File: src/rtl/apb_master_arbiter.sv
// apb_master_arbiter
// Four-requester round-robin front end for a single APB controller.
// One transfer at a time: a winner is picked in IDLE, its command is
// latched, the transfer is driven to the controller, and the result
// (read data / error) is handed back to the owner with a one-cycle ACK.
//
// Handshake: a requester raises REQ[i] with its RW/ADDR/WDATA/STRB and
// keeps it up until it sees ACK[i]. The command is captured on the grant
// edge, so REQ_* may change after GNT[i] rises without affecting the bus.
// A bus transfer completes on the first WAIT edge where
// PENABLE & PREADY_SEL is high. Without completion, the transfer is
// abandoned after TIMEOUT WAIT cycles and returns ERR=1, RD_DATA=0.
// Completion wins if it lands on the final WAIT cycle.
//
// The FSM state is kept in state_q (type state_t) so that checkers can
// bind to it directly.

module apb_master_arbiter #(
  parameter int unsigned TIMEOUT = 32
) (
  input  logic         PCLK,
  input  logic         PRESETn,
  input  logic [3:0]   REQ,
  input  logic [3:0]   REQ_RW,
  input  logic [127:0] REQ_ADDR,
  input  logic [127:0] REQ_WDATA,
  input  logic [15:0]  REQ_STRB,
  output logic [3:0]   GNT,
  output logic [3:0]   ACK,
  output logic [31:0]  RD_DATA,
  output logic         ERR,
  output logic         Transfer,
  output logic         RW,
  output logic [31:0]  APB_Address,
  output logic [31:0]  APB_Wr_Data,
  output logic [3:0]   APB_Strobe,
  input  logic [31:0]  APB_Rd_Data,
  input  logic         APB_Error,
  input  logic         PENABLE,
  input  logic         PREADY_SEL
);

  typedef enum logic [1:0] {
    IDLE  = 2'd0,
    ISSUE = 2'd1,
    WAIT  = 2'd2,
    RESP  = 2'd3
  } state_t;

  // Counter value seen on the last permitted WAIT cycle.
  localparam logic [7:0] TIMEOUT_LAST = 8'(TIMEOUT - 1);

  // Registered state and outputs
  state_t      state_q;
  logic [1:0]  last_owner_q;
  logic [1:0]  owner_q;
  logic [7:0]  wait_cnt_q;
  logic [3:0]  gnt_q;
  logic [3:0]  ack_q;
  logic [31:0] rd_data_q;
  logic        err_q;
  logic        transfer_q;
  logic        rw_q;
  logic [31:0] addr_q;
  logic [31:0] wdata_q;
  logic [3:0]  strb_q;

  // Next-state values
  state_t      state_d;
  logic [1:0]  last_owner_d;
  logic [1:0]  owner_d;
  logic [7:0]  wait_cnt_d;
  logic [3:0]  gnt_d;
  logic [3:0]  ack_d;
  logic [31:0] rd_data_d;
  logic        err_d;
  logic        transfer_d;
  logic        rw_d;
  logic [31:0] addr_d;
  logic [31:0] wdata_d;
  logic [3:0]  strb_d;

  // Arbitration result
  logic        win_found;
  logic [1:0]  win_idx;

  // Bus completion as sampled at the clock edge
  logic        xfer_done;
  logic        wait_expired;

  assign xfer_done    = PENABLE & PREADY_SEL;
  assign wait_expired = (wait_cnt_q == TIMEOUT_LAST);

  // Round-robin search starting one past the previous owner, wrapping at 4.
  // The 2-bit sum wraps on its own; i == 4 revisits last_owner itself last.
  always_comb begin
    win_found = 1'b0;
    win_idx   = last_owner_q;
    for (int i = 1; i <= 4; i++) begin
      if (!win_found && REQ[last_owner_q + 2'(i)]) begin
        win_found = 1'b1;
        win_idx   = last_owner_q + 2'(i);
      end
    end
  end

  // Next-state and output logic; every register holds unless a state acts.
  always_comb begin
    state_d      = state_q;
    last_owner_d = last_owner_q;
    owner_d      = owner_q;
    wait_cnt_d   = wait_cnt_q;
    gnt_d        = gnt_q;
    ack_d        = ack_q;
    rd_data_d    = rd_data_q;
    err_d        = err_q;
    transfer_d   = transfer_q;
    rw_d         = rw_q;
    addr_d       = addr_q;
    wdata_d      = wdata_q;
    strb_d       = strb_q;

    case (state_q)
      IDLE: begin
        if (win_found) begin
          state_d    = ISSUE;
          owner_d    = win_idx;
          gnt_d      = 4'b0001 << win_idx;
          rw_d       = REQ_RW[win_idx];
          addr_d     = REQ_ADDR[{win_idx, 5'd0} +: 32];
          wdata_d    = REQ_WDATA[{win_idx, 5'd0} +: 32];
          strb_d     = REQ_STRB[{win_idx, 2'd0} +: 4];
          transfer_d = 1'b1;
        end
      end

      ISSUE: begin
        state_d    = WAIT;
        wait_cnt_d = 8'd0;
      end

      WAIT: begin
        wait_cnt_d = wait_cnt_q + 8'd1;
        if (xfer_done) begin
          rd_data_d  = rw_q ? 32'd0 : APB_Rd_Data;
          err_d      = APB_Error;
          ack_d      = gnt_q;
          transfer_d = 1'b0;
          state_d    = RESP;
        end else if (wait_expired) begin
          rd_data_d  = 32'd0;
          err_d      = 1'b1;
          ack_d      = gnt_q;
          transfer_d = 1'b0;
          state_d    = RESP;
        end
      end

      RESP: begin
        ack_d        = 4'd0;
        gnt_d        = 4'd0;
        last_owner_d = owner_q;
        state_d      = IDLE;
      end

      default: begin
        state_d = IDLE;
      end
    endcase
  end

  // State register with synchronous active-low reset; reset favours requester 0.
  always_ff @(posedge PCLK) begin
    if (!PRESETn) begin
      state_q      <= IDLE;
      last_owner_q <= 2'd3;
      owner_q      <= 2'd0;
      wait_cnt_q   <= 8'd0;
      gnt_q        <= 4'd0;
      ack_q        <= 4'd0;
      rd_data_q    <= 32'd0;
      err_q        <= 1'b0;
      transfer_q   <= 1'b0;
      rw_q         <= 1'b0;
      addr_q       <= 32'd0;
      wdata_q      <= 32'd0;
      strb_q       <= 4'd0;
    end else begin
      state_q      <= state_d;
      last_owner_q <= last_owner_d;
      owner_q      <= owner_d;
      wait_cnt_q   <= wait_cnt_d;
      gnt_q        <= gnt_d;
      ack_q        <= ack_d;
      rd_data_q    <= rd_data_d;
      err_q        <= err_d;
      transfer_q   <= transfer_d;
      rw_q         <= rw_d;
      addr_q       <= addr_d;
      wdata_q      <= wdata_d;
      strb_q       <= strb_d;
    end
  end

  assign GNT         = gnt_q;
  assign ACK         = ack_q;
  assign RD_DATA     = rd_data_q;
  assign ERR         = err_q;
  assign Transfer    = transfer_q;
  assign RW          = rw_q;
  assign APB_Address = addr_q;
  assign APB_Wr_Data = wdata_q;
  assign APB_Strobe  = strb_q;

endmodule

File: config.mk
export PLATFORM = sky130hd
export DESIGN_NAME = apb_master_arbiter
export DESIGN_NICKNAME = d
export VERILOG_FILES = /design/src/rtl/apb_master_arbiter.sv
export SDC_FILE = /design/constraint.sdc
export NUM_CORES = 1
export LEC_CHECK = 0
export ABC_CLOCK_PERIOD_IN_PS = 3050
export CORE_AREA = 2 2 168 170
export DETAILED_ROUTE_END_ITERATION = 6
export DIE_AREA = 0 0 170 172
export SYNTH_ARGS = -nofsm -noshare
export SYNTH_HDL_FRONTEND = slang
export SYNTH_SLANG_ARGS = --single-unit
File: constraint.sdc
create_clock -name PCLK -period 3.05 [get_ports PCLK]
set_input_delay 0.61 -clock PCLK [delete_from_list [all_inputs] [get_ports PCLK]]
set_output_delay 0.61 -clock PCLK [all_outputs]
set_load 0.005 [all_outputs]
==> results of run 1 <==
routing by layer:
metal	global-route usage, %	up-vias	share of wire (%)
met3	6.16	21	8.9
met1	19.7	3106	40
li1	-	3283	-
met2	30.8	286	50
met5	0	-	0
met4	5.54	0	1.6
cells in the final DEF (no fill, tap or decap), drive strengths merged, types with 4 or more instances in the layout:
cell and count:
mux2i 141, o21ai 4, ha 5, nand3 37
nor2 23, inv 16, nand2 116, clkbuf 17
a21oi 40, o221ai 68, clkdlybuf4s50 427, a32oi 6
diode 4, buf 21, dfxtp 125, xor2 4
worst max path at each step:
stage | from | end | slack, ns | cells past startpoint
after CTS | REQ[1] | APB_Wr_Data[8] | 0.60 | 8
after global placement | REQ[1] | APB_Wr_Data[14] | 0.22 | 8
final | REQ[1] | APB_Wr_Data[8] | 0.59 | 8
after floorplan | REQ[1] | APB_Address[10] | 1.07 | 8
after detailed placement | REQ[1] | APB_Wr_Data[8] | 0.16 | 8
after global routing | REQ[1] | APB_Address[10] | 0.47 | 8
cells by family after synthesis:
kind of cell / share of synthesized area [%]
adders and majority gates: 1.00
DFF: 40.0
xor gates and xnor gates: 0.701
AOI/OAI and AO/OA: 16.0
and+or+nand+nor: 13.2
muxes: 22.6
buffers and inverters: 6.51
synth_stat cells (2+ instances only):
library cell / number / area (sq um)
a21oi_1: 40 / 200
a32oi_1: 6 / 52.6
and2_1: 3 / 18.8
buf_1: 6 / 22.5
buf_12: 7 / 140
buf_2: 9 / 45.0
buf_4: 3 / 22.5
clkbuf_1: 23 / 86.3
clkbuf_4: 5 / 37.5
dfxtp_1: 125 / 2500
ha_1: 5 / 62.6
inv_1: 6 / 22.5
mux2i_1: 141 / 1410
nand2_1: 116 / 435
nand2b_1: 2 / 12.5
nand3_1: 37 / 185
nand3b_1: 2 / 15.0
nand4_1: 3 / 18.8
nor2_1: 22 / 82.6
nor2b_1: 2 / 12.5
o21ai_0: 4 / 20.0
o221ai_1: 68 / 596
or3_1: 2 / 12.5
xor2_1: 4 / 35.0
power by group through the flow:
stage	Combinational, W	Sequential [W]	Clock (W)
after global routing	0.00341	0.00241	0.00229
after floorplan	0.00150	0.00237	0
after CTS	0.00320	0.00236	0.00222
final	0.00315	0.00235	0.00213
after global placement	0.00317	0.00238	0
after detailed placement	0.00319	0.00238	0
state kept, by name, indices dropped and copies added, names as in the netlist:
register / count
APB_Address: 32
wait_cnt_q: 8
last_owner_q: 2
GNT: 4
RD_DATA: 32
Transfer: 1
RW: 1
owner_q: 2
ERR: 1
APB_Strobe: 4
state_q: 2
APB_Wr_Data: 32
ACK: 4
critical path, stage by stage:
cell and delay, ns:
clkdlybuf4s50_1 0.49, nor2b_1 0.18, a211o_1 0.28, a22oi_2 0.27
buf_12 0.28, buf_12 0.24, mux2i_1 0.20, o221ai_1 0.14
through the flow:
| stage | instances | setup slack (ns) | cell area (sq um) | hold slack (ns) | power (W) |
|---|---|---|---|---|---|
| 2_1_floorplan | 663 | 1.07 | 6250 | 0.436 | 0.00387 |
| 3_3_place_gp | 1402 | 0.223 | 10800 | 0.438 | 0.00554 |
| 3_5_place_dp | 1402 | 0.161 | 10800 | 0.443 | 0.00557 |
| 4_1_cts | 1434 | 0.602 | 11400 | 0.452 | 0.00778 |
| 5_1_grt | 1437 | 0.468 | 11400 | 0.474 | 0.00811 |
| 6_report | 1438 | 0.589 | 11400 | 0.449 | 0.00763 |
layout make-up:
class / instances / area (sq um)
Timing Repair Buffer: 448 / 4520
Inverter: 7 / 26.3
Fill cell: 2729 / 16000
Tap cell: 346 / 433
Multi-Input combinational cell: 476 / 3350
Clock buffer: 17 / 425
Sequential cell: 125 / 2500
Clock inverter: 15 / 178
Antenna cell: 4 / 10.0
==> metrics.csv, run 1 <==
stage,metric,value,unit
status,status,finished clean,
route,num_vias,6696,
critical_path,crit_required,3.32,ns
critical_path,r2r_slack,0.98,ns
global_route,grt_antenna_before_repair,3,
route,viasPerCell,4.66,
clock_tree,clock-root-buffer,clkbuf_16,
power_and_ir_drop,power_frac_seq,30.8,%
sta,setup_viol,0,
yosys,synth_area,0.00625,sq mm
power_and_ir_drop,p_clk_share,27.9,%
floorplanning,die_y,172,microns
yosys,syn_inst,663,
critical_path,arrival,2.73,ns
clock_tree,clkSlewWorstSetupHoldPaths,0.07,ns
sta,relSlewSlack,56.5,%
global_route,first_global_vias,6851,
route,drc,0,
clock_tree,clock_sinks,125,
route,drt_first_pass_iters,4,
yosys,syn_nets,985,
clock_tree,cts_resized,0,
cells_and_area,synthToLayoutAreaGrowth,83.2,%
placed_design,port-buffer-count,427,
hold_path,hp-class,reg2reg,
yosys,synth_cell_types,46,
yosys,avgSynthCellArea,9.42,sq um
global_route,grt_pass1_wl,38.9,mm
floorplanning,rows,61,
floorplanning,ios,428,
power_and_ir_drop,irDropWorstVdd,0.297,mV
sta,fmax,0.406,GHz
sta,finalHoldViolCount,0,
clock_tree,clockBufferDepth,2,
sta,worstMarginPinSlew,0.653,ns
flow_run,maxCapViolCount,0,
floorplanning,die_w,170,microns
yosys,yosys_warnings,0,
floorplanning,core-area,0.0275,sq mm
sta,period_minus_slack,2.46,ns
critical_path,critPathKind,in2reg,
sta,period_share,80.7,%
power_and_ir_drop,p_per_area,667,mW/mm^2
clock_tree,clk_latency,0.42,ns
critical_path,timing.rr.end,APB_Wr_Data[8],
global_route,grt_max_degree,53,
route,ant_nets,0,
clock_tree,htreeDepth,4,
route,drtIter0Drc,232,
power_and_ir_drop,p_int,0.00510,W
global_route,grt_util_all_layers,17.4,%
sta,rsz0062_at_grt,no,
floorplanning,start_util,22.7,%
placed_design,dp_hpwl,20.2,mm
yosys,synth-edff-count,0,
global_route,grt-ovfl-total,0,
yosys,ys_ff_latch,125,
clock_tree,cts_hold_buf,0,
power_and_ir_drop,p_leak,4.46,nW
clock_tree,postCtsSetupBuffers,0,
cells_and_area,drive_gt1_share,5.61,%
cells_and_area,layout.nets,1397,
sta,fin_skew,0.00973,ns
clock_tree,cts_tree,yes,
route,wl,26.7,mm
critical_path,critPathMaxFanout,29,
critical_path,reg2reg_from,last_owner_q[0],
yosys,ys.flop_type,dfxtp_1,
power_and_ir_drop,combPwrFrac,41.3,%
yosys,ys_seq_area_share,40.0,%
sta,final.setup.tns,0,ns
floorplanning,die_area,0.0292,sq mm
power_and_ir_drop,power.switching,0.00253,W
placed_design,routabilityCongestion,0.763,
cells_and_area,final_core_util,41.7,%
route,wl_per_cell,18.5,microns
sta,slew_viol_final,0,
critical_path,endpoint_kind,register,
hold_path,whs_endpoint,RD_DATA[25],
clock_tree,numCtsBuffers,17,
yosys,postSynth.asyncResetShare,0,%
hold_path,hold_path.startpoint,RD_DATA[25],
power_and_ir_drop,p_sw_share,33.2,%
critical_path,rr_worst_depth,7,
critical_path,cp-start-kind,input port,
hold_path,hold_depth,2,
No activity file was read; power rests on OpenSTA's default activity.
==> inputs of run 2 (changes only) <==
Settings changed: ABC_CLOCK_PERIOD_IN_PS 3050 to 2100, CORE_AREA 2 2 168 170 to 2 2 165 167, DIE_AREA 0 0 170 172 to 0 0 167 169.
Clock period 3.05 ns to 2.1 ns, I/O delays scaled along.
==> run 2 against run 1 <==
Global-route usage grew 0.75 points. Highest routed layer is now met5. Largest power group unchanged. Utilization grew 3.1 points. Flip-flop and latch count is the same. Register-to-register slack lost 0.85 ns. Combinational power grew 57%. Clock skew grew 0.00091 ns. Worst hold slack is essentially flat. Count of clock-buffer cells in the layout is the same. Sequential power grew 46%. Setup slack lost 0.54 ns. Sequential share of layout area shrank 0.75 points. Power grew 50%.
==> metrics.csv, run 2 (synthesis results as in run 1) <==
stage,metric,value,unit
status,status,finished clean,
power_and_ir_drop,irDropWorstVdd,0.432,mV
floorplanning,ios,428,
floorplanning,start_util,23.6,%
hold_path,hold_path.startpoint,RD_DATA[9],
route,wl_per_cell,18.5,microns
global_route,grt_max_degree,53,
clock_tree,cts_hold_buf,0,
global_route,grt_antenna_before_repair,3,
cells_and_area,layout_commonest_cell,clkdlybuf4s50_1,
sta,slew_viol_final,0,
floorplanning,die_area,0.0282,sq mm
placed_design,port-buffer-count,427,
floorplanning,die_w,167,microns
critical_path,crit_required,2.38,ns
cells_and_area,layout.nets,1436,
critical_path,critPathKind,in2reg,
route,drtIter0Drc,353,
clock_tree,htreeDepth,4,
route,viasPerCell,4.65,
power_and_ir_drop,p_sw_share,32.8,%
cells_and_area,drive_gt1_share,9.05,%
clock_tree,cts_tree,yes,
clock_tree,clockBufferDepth,2,
critical_path,timing.rr.end,APB_Wr_Data[27],
clock_tree,clkSlewWorstSetupHoldPaths,0.06,ns
power_and_ir_drop,p_clk_share,26.9,%
route,ant_nets,0,
floorplanning,core-area,0.0265,sq mm
cells_and_area,synthToLayoutAreaGrowth,89.7,%
sta,worstMarginPinSlew,0.449,ns
critical_path,reg2reg_from,last_owner_q[0],
critical_path,rr_worst_depth,8,
hold_path,hp-class,reg2reg,
power_and_ir_drop,power.switching,0.00375,W
critical_path,cp-start-kind,input port,
placed_design,place_ws,-0.385,ns
cells_and_area,final_area,0.0119,sq mm
sta,hold_ws,0.450,ns
cells_and_area,final_core_util,44.7,%
sta,rsz0062_at_grt,yes,
sta,finalHoldViolCount,0,
placed_design,dp_hpwl,20.8,mm
route,drt_first_pass_iters,5,
critical_path,endpoint_kind,register,
floorplanning,die_y,169,microns
flow_run,maxCapViolCount,0,
cells_and_area,fillers,2607,
placed_design,routabilityCongestion,0.809,
critical_path,arrival,2.33,ns
global_route,grt-ovfl-total,0,
critical_path,critPathMaxFanout,14,
sta,period_share,97.6,%
sta,fin_skew,0.0106,ns
power_and_ir_drop,power_frac_seq,29.9,%
placed_design,postPlaceCellArea,0.0112,sq mm
power_and_ir_drop,combPwrFrac,43.1,%
sta,relSlewSlack,69.8,%
route,wl,27.3,mm
hold_path,hold_depth,2,
clock_tree,clock-root-buffer,clkbuf_16,
clock_tree,clk_latency,0.42,ns
cells_and_area,layout_common_cells,"clkdlybuf4s50_1, mux2i_1, dfxtp_1",
global_route,first_global_vias,7068,
global_route,grt_util_all_layers,18.2,%
hold_path,whs_endpoint,RD_DATA[9],
power_and_ir_drop,p_per_area,965,mW/mm^2
critical_path,r2r_slack,0.13,ns
sta,setup_viol,0,
route,num_vias,6839,
sta,period_minus_slack,2.05,ns
sta,setup_ws,0.0501,ns
power_and_ir_drop,p_int,0.00769,W
power_and_ir_drop,p_leak,4.69,nW
sta,final.setup.tns,0,ns
clock_tree,numCtsBuffers,17,
route,drc,0,
sta,fmax,0.488,GHz
global_route,grt_pass1_wl,39.5,mm
floorplanning,rows,60,
clock_tree,clock_sinks,125,
==> run 2: cell types whose count changed in the layout (fill, tap and decap cells not counted) <==
| cell | previous run | this run |
|---|---|---|
| buf_12 | 7 | 14 |
| buf_4 | 14 | 44 |
| diode_2 | 4 | 2 |
| inv_6 | 6 | 9 |
| clkinv_4 | 1 | 0 |
| clkbuf_16 | 17 | 18 |
| mux2i_2 | 0 | 2 |
| mux2i_1 | 141 | 139 |
| buf_16 | 0 | 1 |
| inv_8 | 3 | 1 |
==> run 2: per-stage QoR <==
stage,total power [W],std cells
after floorplan,0.00562,663
after global routing,0.0121,1470
after detailed placement,0.00836,1434
final,0.0114,1470
after global placement,0.00835,1434
after CTS,0.0115,1466
==> run 2: what timing repair did <==
| action | CTS | global route |
|---|---|---|
| buffers inserted | 0 | 1 |
| gates resized for setup | 0 | 6 |
| endpoints found under the setup margin | 0 | 2 |
==> run 2: how the worst max path moves through the flow <==
stage	from	to	slack (ns)
after floorplan	REQ[1]	APB_Address[10]	0.31
after global placement	REQ[1]	APB_Wr_Data[8]	-0.37
after detailed placement	REQ[1]	APB_Wr_Data[9]	-0.38
after CTS	REQ[1]	APB_Wr_Data[8]	0.06
after global routing	REQ[1]	APB_Address[31]	-0.008
final	REQ[1]	APB_Wr_Data[27]	0.05
==> run 2: metal layers <==
metal	GRT usage, %	wire length, microns
met4	5.28	527
met3	6.99	2340
met1	20.1	10600
met2	32.4	13800
met5	0	16
==> run 2: area by class of cell <==
class                   count  area [sq um]  area share [%]
diodes                      2          5.00          0.0422
clock buffers              17           425            3.59
clock inverters            15           173            1.46
inverters                   7          26.3           0.222
multi-input cells         476          3360            28.3
flip-flops and latches    125          2500            21.1
well taps                 341           427            3.60
repair buffers            487          4940            41.6
==> run 2: power groups by stage <==
stage | registers (W) | clock network (W) | logic [W]
floorplan | 0.00344 | 0 | 0.00218
global placement | 0.00345 | 0 | 0.00490
detailed placement | 0.00345 | 0 | 0.00492
CTS | 0.00343 | 0.00317 | 0.00493
global route | 0.00351 | 0.00327 | 0.00532
finish | 0.00343 | 0.00308 | 0.00493
==> run 2: critical path: stages <==
cell and delay, ns:
clkdlybuf4s50_1 0.41, nor2b_1 0.15, a211o_1 0.28, a22oi_2 0.21, buf_4 0.18, buf_12 0.18
buf_4 0.16, mux2i_1 0.19, o221ai_1 0.15
